<file path="src/rtl/cpu_sequencer_if.sv">
// Memory-side handshake bundle for the sequencer: instruction fetch port
// and data access port, each a held request completed by a one-cycle ack.
interface cpu_sequencer_if;
  logic        imem_req;
  logic [31:0] imem_addr;
  logic        imem_ack;
  logic [31:0] imem_rdata;
  logic        dmem_req;
  logic        dmem_we;
  logic        dmem_ack;

  modport master (
    output imem_req, imem_addr, dmem_req, dmem_we,
    input  imem_ack, imem_rdata, dmem_ack
  );

  modport slave (
    input  imem_req, imem_addr, dmem_req, dmem_we,
    output imem_ack, imem_rdata, dmem_ack
  );
endinterface

</file>
<file path="src/rtl/cpu_sequencer.sv">
// Multi-cycle RV32I sequencer: owns PC and instruction register, walks each
// instruction through FETCH/DECODE/EXEC/MEM/WB and parks in a sticky FAULT
// state on a memory wait timeout or a misaligned taken target.
// All strobes are registered from the next state so they line up exactly
// with the state they belong to and are clean zeros straight out of reset.
module cpu_sequencer #(
  parameter logic [31:0] RESET_PC = 32'h0000_0000,
  parameter int unsigned TIMEOUT  = 16
) (
  input  logic            clk,
  input  logic            reset,
  cpu_sequencer_if.master mem,
  output logic [31:0]     instr,
  input  logic            dec_branch,
  input  logic            dec_jump,
  input  logic            dec_load,
  input  logic            dec_store,
  input  logic            dec_regwrite,
  input  logic            br_taken,
  input  logic [31:0]     target_addr,
  output logic            rf_we,
  output logic [31:0]     pc,
  output logic            retire,
  output logic [31:0]     instret,
  output logic            fault,
  output logic [2:0]      state
);

  typedef enum logic [2:0] {
    S_FETCH  = 3'd0,
    S_DECODE = 3'd1,
    S_EXEC   = 3'd2,
    S_MEM    = 3'd3,
    S_WB     = 3'd4,
    S_FAULT  = 3'd7
  } state_e;

  // Counter only ever holds 0..TIMEOUT-1; reaching the last value with no
  // ack is the timeout.
  localparam int unsigned      CNT_W    = $clog2(TIMEOUT);
  localparam logic [CNT_W-1:0] CNT_LAST = CNT_W'(TIMEOUT - 1);

  state_e            state_q, state_d;
  logic [31:0]       pc_q, pc_d;
  logic [31:0]       instr_q, instr_d;
  logic [31:0]       instret_q, instret_d;
  logic [31:0]       target_q, target_d;
  logic              taken_q, taken_d;
  logic [CNT_W-1:0]  cnt_q, cnt_d;
  logic              imem_req_q, imem_req_d;
  logic              dmem_req_q, dmem_req_d;
  logic              dmem_we_q, dmem_we_d;
  logic              rf_we_q, rf_we_d;
  logic              retire_q, retire_d;
  logic              fault_q, fault_d;
  logic              taken_now;

  // Next-state, datapath register updates and registered strobe decode.
  always_comb begin
    state_d    = state_q;
    pc_d       = pc_q;
    instr_d    = instr_q;
    instret_d  = instret_q;
    target_d   = target_q;
    taken_d    = taken_q;
    cnt_d      = cnt_q;
    taken_now  = dec_jump | (dec_branch & br_taken);

    case (state_q)
      S_FETCH: begin
        // imem_req_q is low only in the first cycle after reset release.
        if (imem_req_q) begin
          if (mem.imem_ack) begin
            instr_d = mem.imem_rdata;
            state_d = S_DECODE;
          end else if (cnt_q == CNT_LAST) begin
            state_d = S_FAULT;
          end else begin
            cnt_d = cnt_q + CNT_W'(1);
          end
        end
      end
      S_DECODE: state_d = S_EXEC;
      S_EXEC: begin
        taken_d  = taken_now;
        target_d = target_addr;
        if (taken_now && (target_addr[1:0] != 2'b00)) begin
          state_d = S_FAULT;
        end else if (dec_load || dec_store) begin
          state_d = S_MEM;
        end else begin
          state_d = S_WB;
        end
      end
      S_MEM: begin
        if (mem.dmem_ack) begin
          state_d = S_WB;
        end else if (cnt_q == CNT_LAST) begin
          state_d = S_FAULT;
        end else begin
          cnt_d = cnt_q + CNT_W'(1);
        end
      end
      S_WB: begin
        pc_d      = taken_q ? target_q : pc_q + 32'd4;
        instret_d = instret_q + 32'd1;
        state_d   = S_FETCH;
      end
      S_FAULT: state_d = S_FAULT;
      default: state_d = S_FAULT;
    endcase

    if (state_d != state_q) begin
      cnt_d = '0;
    end

    imem_req_d = (state_d == S_FETCH);
    dmem_req_d = (state_d == S_MEM);
    dmem_we_d  = (state_d == S_MEM) & dec_store;
    rf_we_d    = (state_d == S_WB) & dec_regwrite & ~dec_store;
    retire_d   = (state_d == S_WB);
    fault_d    = (state_d == S_FAULT);
  end

  // State and output registers with asynchronous active-low reset.
  always_ff @(posedge clk or negedge reset) begin
    if (!reset) begin
      state_q    <= S_FETCH;
      pc_q       <= RESET_PC;
      instr_q    <= 32'h0000_0013;
      instret_q  <= 32'd0;
      target_q   <= 32'd0;
      taken_q    <= 1'b0;
      cnt_q      <= '0;
      imem_req_q <= 1'b0;
      dmem_req_q <= 1'b0;
      dmem_we_q  <= 1'b0;
      rf_we_q    <= 1'b0;
      retire_q   <= 1'b0;
      fault_q    <= 1'b0;
    end else begin
      state_q    <= state_d;
      pc_q       <= pc_d;
      instr_q    <= instr_d;
      instret_q  <= instret_d;
      target_q   <= target_d;
      taken_q    <= taken_d;
      cnt_q      <= cnt_d;
      imem_req_q <= imem_req_d;
      dmem_req_q <= dmem_req_d;
      dmem_we_q  <= dmem_we_d;
      rf_we_q    <= rf_we_d;
      retire_q   <= retire_d;
      fault_q    <= fault_d;
    end
  end

  assign mem.imem_req  = imem_req_q;
  assign mem.imem_addr = pc_q;
  assign mem.dmem_req  = dmem_req_q;
  assign mem.dmem_we   = dmem_we_q;
  assign instr         = instr_q;
  assign pc            = pc_q;
  assign rf_we         = rf_we_q;
  assign retire        = retire_q;
  assign instret       = instret_q;
  assign fault         = fault_q;
  assign state         = state_q;

endmodule
</file>
<file path="src/flat_wrapper.sv">
// flat-port wrapper written by rule: the top's interface ports become plain ports
module cpu_sequencer_flat 
#(
  parameter logic [31:0] RESET_PC = 32'h0000_0000,
  parameter int unsigned TIMEOUT  = 16
)
  (clk, reset, instr, dec_branch, dec_jump, dec_load, dec_store, dec_regwrite, br_taken, target_addr, rf_we, pc, retire, instret, fault, state, mem_imem_req, mem_imem_addr, mem_dmem_req, mem_dmem_we, mem_imem_ack, mem_imem_rdata, mem_dmem_ack);
  cpu_sequencer_if mem_i ();
  input  logic clk;
  input  logic reset;
  output logic [31:0] instr;
  input  logic dec_branch;
  input  logic dec_jump;
  input  logic dec_load;
  input  logic dec_store;
  input  logic dec_regwrite;
  input  logic br_taken;
  input  logic [31:0] target_addr;
  output logic rf_we;
  output logic [31:0] pc;
  output logic retire;
  output logic [31:0] instret;
  output logic fault;
  output logic [2:0] state;
  output wire logic [$bits(mem_i.imem_req)-1:0] mem_imem_req;
  output wire logic [$bits(mem_i.imem_addr)-1:0] mem_imem_addr;
  output wire logic [$bits(mem_i.dmem_req)-1:0] mem_dmem_req;
  output wire logic [$bits(mem_i.dmem_we)-1:0] mem_dmem_we;
  input wire logic [$bits(mem_i.imem_ack)-1:0] mem_imem_ack;
  input wire logic [$bits(mem_i.imem_rdata)-1:0] mem_imem_rdata;
  input wire logic [$bits(mem_i.dmem_ack)-1:0] mem_dmem_ack;
  assign mem_imem_req = mem_i.imem_req;
  assign mem_imem_addr = mem_i.imem_addr;
  assign mem_dmem_req = mem_i.dmem_req;
  assign mem_dmem_we = mem_i.dmem_we;
  assign mem_i.imem_ack = mem_imem_ack;
  assign mem_i.imem_rdata = mem_imem_rdata;
  assign mem_i.dmem_ack = mem_dmem_ack;
  cpu_sequencer #(.RESET_PC(RESET_PC), .TIMEOUT(TIMEOUT)) u_core (.clk(clk), .reset(reset), .mem(mem_i), .instr(instr), .dec_branch(dec_branch), .dec_jump(dec_jump), .dec_load(dec_load), .dec_store(dec_store), .dec_regwrite(dec_regwrite), .br_taken(br_taken), .target_addr(target_addr), .rf_we(rf_we), .pc(pc), .retire(retire), .instret(instret), .fault(fault), .state(state));
endmodule
</file>
<file path="config.mk">
export PLATFORM = sky130hd
export DESIGN_NAME = cpu_sequencer_flat
export DESIGN_NICKNAME = d
export VERILOG_FILES = /design/src/rtl/cpu_sequencer_if.sv /design/src/rtl/cpu_sequencer.sv /design/src/flat_wrapper.sv
export SDC_FILE = /design/constraint.sdc
export NUM_CORES = 1
export LEC_CHECK = 0
export ABC_CLOCK_PERIOD_IN_PS = 1750
export BUFFER_PORTS_ARGS = -buffer_cell sky130_fd_sc_hd__buf_2
export CAP_MARGIN = 20
export CORE_MARGIN = 8
export CORE_UTILIZATION = 47
export DETAILED_ROUTE_END_ITERATION = 8
export GPL_TIMING_DRIVEN = 0
export HOLD_SLACK_MARGIN = 0.1
export PLACE_DENSITY_LB_ADDON = 0.2
export SLEW_MARGIN = 20
export SYNTH_ARGS = -nofsm -noshare
export SYNTH_HDL_FRONTEND = slang
export SYNTH_SLANG_ARGS = --single-unit
</file>
<file path="constraint.sdc">
create_clock -name clk -period 1.75 [get_ports clk]
set_input_delay 0.0875 -clock clk [delete_from_list [all_inputs] [get_ports clk]]
set_output_delay 0.0875 -clock clk [all_outputs]
set_load 0.005 [all_outputs]
</file>
==> impl_metrics.yaml <==
clock_network:
  insertion_delay_ns: 0.42
  tritoncts: "done"
  numCtsBuffers: 17
  clk_path_buf_depth: 2
  htree_levels: 4
  cts.root.buffer_cell: "clkbuf_16"
  cts.sinks: 142
  cts.clk_slew.worst_paths_ns: 0.06
worst_setup_path:
  worst_ep_arrival_time_ns: 2.23
  worst_r2r_endpoint: "u_core.instret[12]"
  ff2ff_setup_slack_ns: -0.18
  crit_slowest_cell: "dfrtp_2"
  required_ns: 2.05
  start_kind: "flip-flop"
  crit_top_cell: "buf_6"
  timing_worst_setup_path_type: "flip-flop to flip-flop"
  crit_chain: "buf_6 -> buf_6 -> nor3b_4 -> buf_4 -> nand4_1 -> nor3_2 -> nand3_1 -> xnor2_1"
  cp_top_family: "simple AND/OR/NAND/NOR gates"
  critPathMaxStageDelay_ns: 0.45
  path_buf_inv: 3
  reg2reg_depth: 8
  crit_path_end_kind: "flip-flop"
  crit_fanout: 5
  timing.rr.start: "u_core.state[1]"
timing:
  slew_headroom_pct: 62.6
  fin_crit_ns: 1.93
  holdWs_ns: 0.155
  fmax_mhz: 518
  slew_viol_final: 0
  finalHoldViolCount: 0
  rsz0062_at_grt: "true"
  skew_ns: 0.00843
  tightest_slew_ns: 0.560
  worst_slack_ns: -0.181
  period_share_pct: 110
  setup_violations: 62
global_routing:
  grt_pass1_vias: 6565
  grt-ovfl-total: 0
  grt.total_usage_pct: 23.1
  grt_pass1_wl_mm: 33.9
  antenna_found_initial: 0
  grt_start_max_net_pins: 99
run:
  drv_cap: 0
route:
  ant_nets: 0
  routed_wl_mm: 23.8
  dr.pass1.iters: 5
  drc: 0
  vias_per_cell: 5.54
  wl_per_cell_um: 19.9
  drtIter0Drc: 650
  dr_total_vias: 6605
placement:
  place_area_um2: 8170
  place_hpwl_mm: 13.8
  place.gp.congestion: 0.926
  place_inst: 1014
  io_buffers: 210
cells_and_area:
  fin_area_um2: 11100
  area_growth_pct: 63.6
  nNetsFinal: 1071
  layout-drive-gt1-share_pct: 56.3
  layoutNonFillerInstCount: 1192
die:
  core_area_um2: 14300
  initial_core_util_pct: 47.4
  num_rows: 44
  die-area_um2: 18500
  dieWidth_um: 136
  pin_count: 211
  die_h_um: 136
yosys:
  syn_avg_cell_area_um2: 11.0
  synth_top_area_share_pct: 51.2
  synth_edf_count: 0
  post-synth-top-count-cell: "dfrtp_1"
  synth_top_cells_by_count: "139 x dfrtp_1, 60 x mux2_2, 43 x nor2_1"
  synth_area_leader_cell: "dfrtp_1"
  ys_seq_area_share_pct: 52.4
  synth_cell_types: 57
  ys.flop_type: "dfrtp_1"
  yosys_register_bits: 142
  async_flop_share_pct: 100
  synth.net_count: 696
  synth_area_um2: 6790
  yosys-top-cells-area: "dfrtp_1 51%, mux2_2 10%, buf_4 3.6%, xnor2_1 2.6%, nor2_1 2.4%"
  netlist_instances: 619
  synth-warning-count: 0
pwr:
  power.density_nw_per_um2: 1300
  peakVddDrop_mv: 0.818
  leakage_uw: 0.00541
outcome:
  failed_checks: "negative setup slack"
  status: "finished, violations left"
worst_hold_path:
  min_path_type: "input port to async pin"
==> layout make-up <==
cell class                      instances  area, um^2
Fill cell                             866        3210
Timing Repair Buffer                  360        2580
Tap cell                              184         230
Antenna cell                            1        2.50
Sequential cell                       142        3580
Clock inverter                         10         159
Multi-Input combinational cell        402        3430
Inverter                               12        45.0
Buffer                                 59         593
Clock buffer                           22         484
==> stage by stage <==
stage / setup TNS (ns) / worst slack, ns / util, % / total power [uW]
floorplan: -3.26 / -0.139 / - / 7150
global route: -9.42 / -0.238 / 77.6 / 15100
detailed placement: -37.43 / -0.675 / 57.0 / 8880
CTS: -5.88 / -0.198 / 71.7 / 13500
finish: -5.95 / -0.181 / 77.6 / 14400
global placement: -219.94 / -1.59 / 56.8 / 8740
==> worst max path at each step <==
stage	slack [ns]	to	cells after the start	start
finish	-0.18	u_core.instret[12]	8	u_core.state[1]
detailed placement	-0.67	u_core.mem.imem_addr[5]	6	u_core.state[0]
global route	-0.24	u_core.instret[12]	8	u_core.state[1]
floorplan	-0.14	u_core.instr[22]	5	u_core.state[2]
CTS	-0.20	u_core.instr[7]	5	u_core.state[2]
global placement	-1.59	u_core.state[2]	1	reset
==> metal layers <==
| layer | wire (um) | GRT usage, % |
|---|---|---|
| met1 | 9100 | 27.9 |
| met2 | 12200 | 39.4 |
| met3 | 1740 | 4.84 |
| met4 | 695 | 9.58 |
| met5 | 0 | 0 |
==> flip-flops by register name, indices dropped and copies added, names as in the netlist <==
signal                count
u_core.cnt_q              4
u_core.state              3
u_core.instr             32
u_core.mem.dmem_req       1
u_core.retire             1
u_core.rf_we              1
u_core.mem.dmem_we        1
u_core.taken_q            1
u_core.mem.imem_req       1
u_core.target_q          32
u_core.fault              1
u_core.mem.imem_addr     32
u_core.instret           32
==> logic make-up (layout without fill, tap and decap cells) <==
logic type	after synthesis	in the layout	synth area share [%]
AO/OA/AOI/OAI	101	101	9.36
XOR/XNOR	32	32	4.13
adder cells (fa/ha/maj)	3	3	0.553
buffers and inverters	75	463	6.10
flip-flops	142	142	52.4
multiplexers	71	71	11.7
other	0	1	0
AND/OR/NAND/NOR	195	195	15.8
==> where the power goes <==
part | internal, uW | switching, uW | total [uW]
clock | 2530 | 1380 | 3920
sequential | 4150 | 887 | 5030
combinational | 3010 | 2480 | 5490
==> placed cells by master, fill, tap and decap left out, types with 9 or more instances in the layout <==
| master | n |
|---|---|
| buf_2 | 212 |
| dfrtp_1 | 119 |
| buf_4 | 91 |
| dlygate4sd3_1 | 70 |
| mux2_2 | 52 |
| nand2_1 | 34 |
| nor2_1 | 26 |
| clkbuf_16 | 25 |
| dfrtp_2 | 20 |
| nand3_1 | 18 |
| xnor2_1 | 18 |
| buf_6 | 15 |
| a21oi_1 | 14 |
| mux2_4 | 14 |
| inv_1 | 12 |
| nand4_1 | 12 |
| o21ai_0 | 12 |
| nor2_2 | 11 |
| xor2_1 | 11 |
| nor3_2 | 9 |
==> repair_timing <==
item                                    CTS  global route
pin swaps                                35            41
endpoints found under the setup margin  125           123
resized for setup                       124           134
endpoints found under the hold margin   207             0
cloned                                    2             7
hold buffers                             70             0
setup buffers                            40            35
Note: power is estimated with default switching activity, not from simulation.
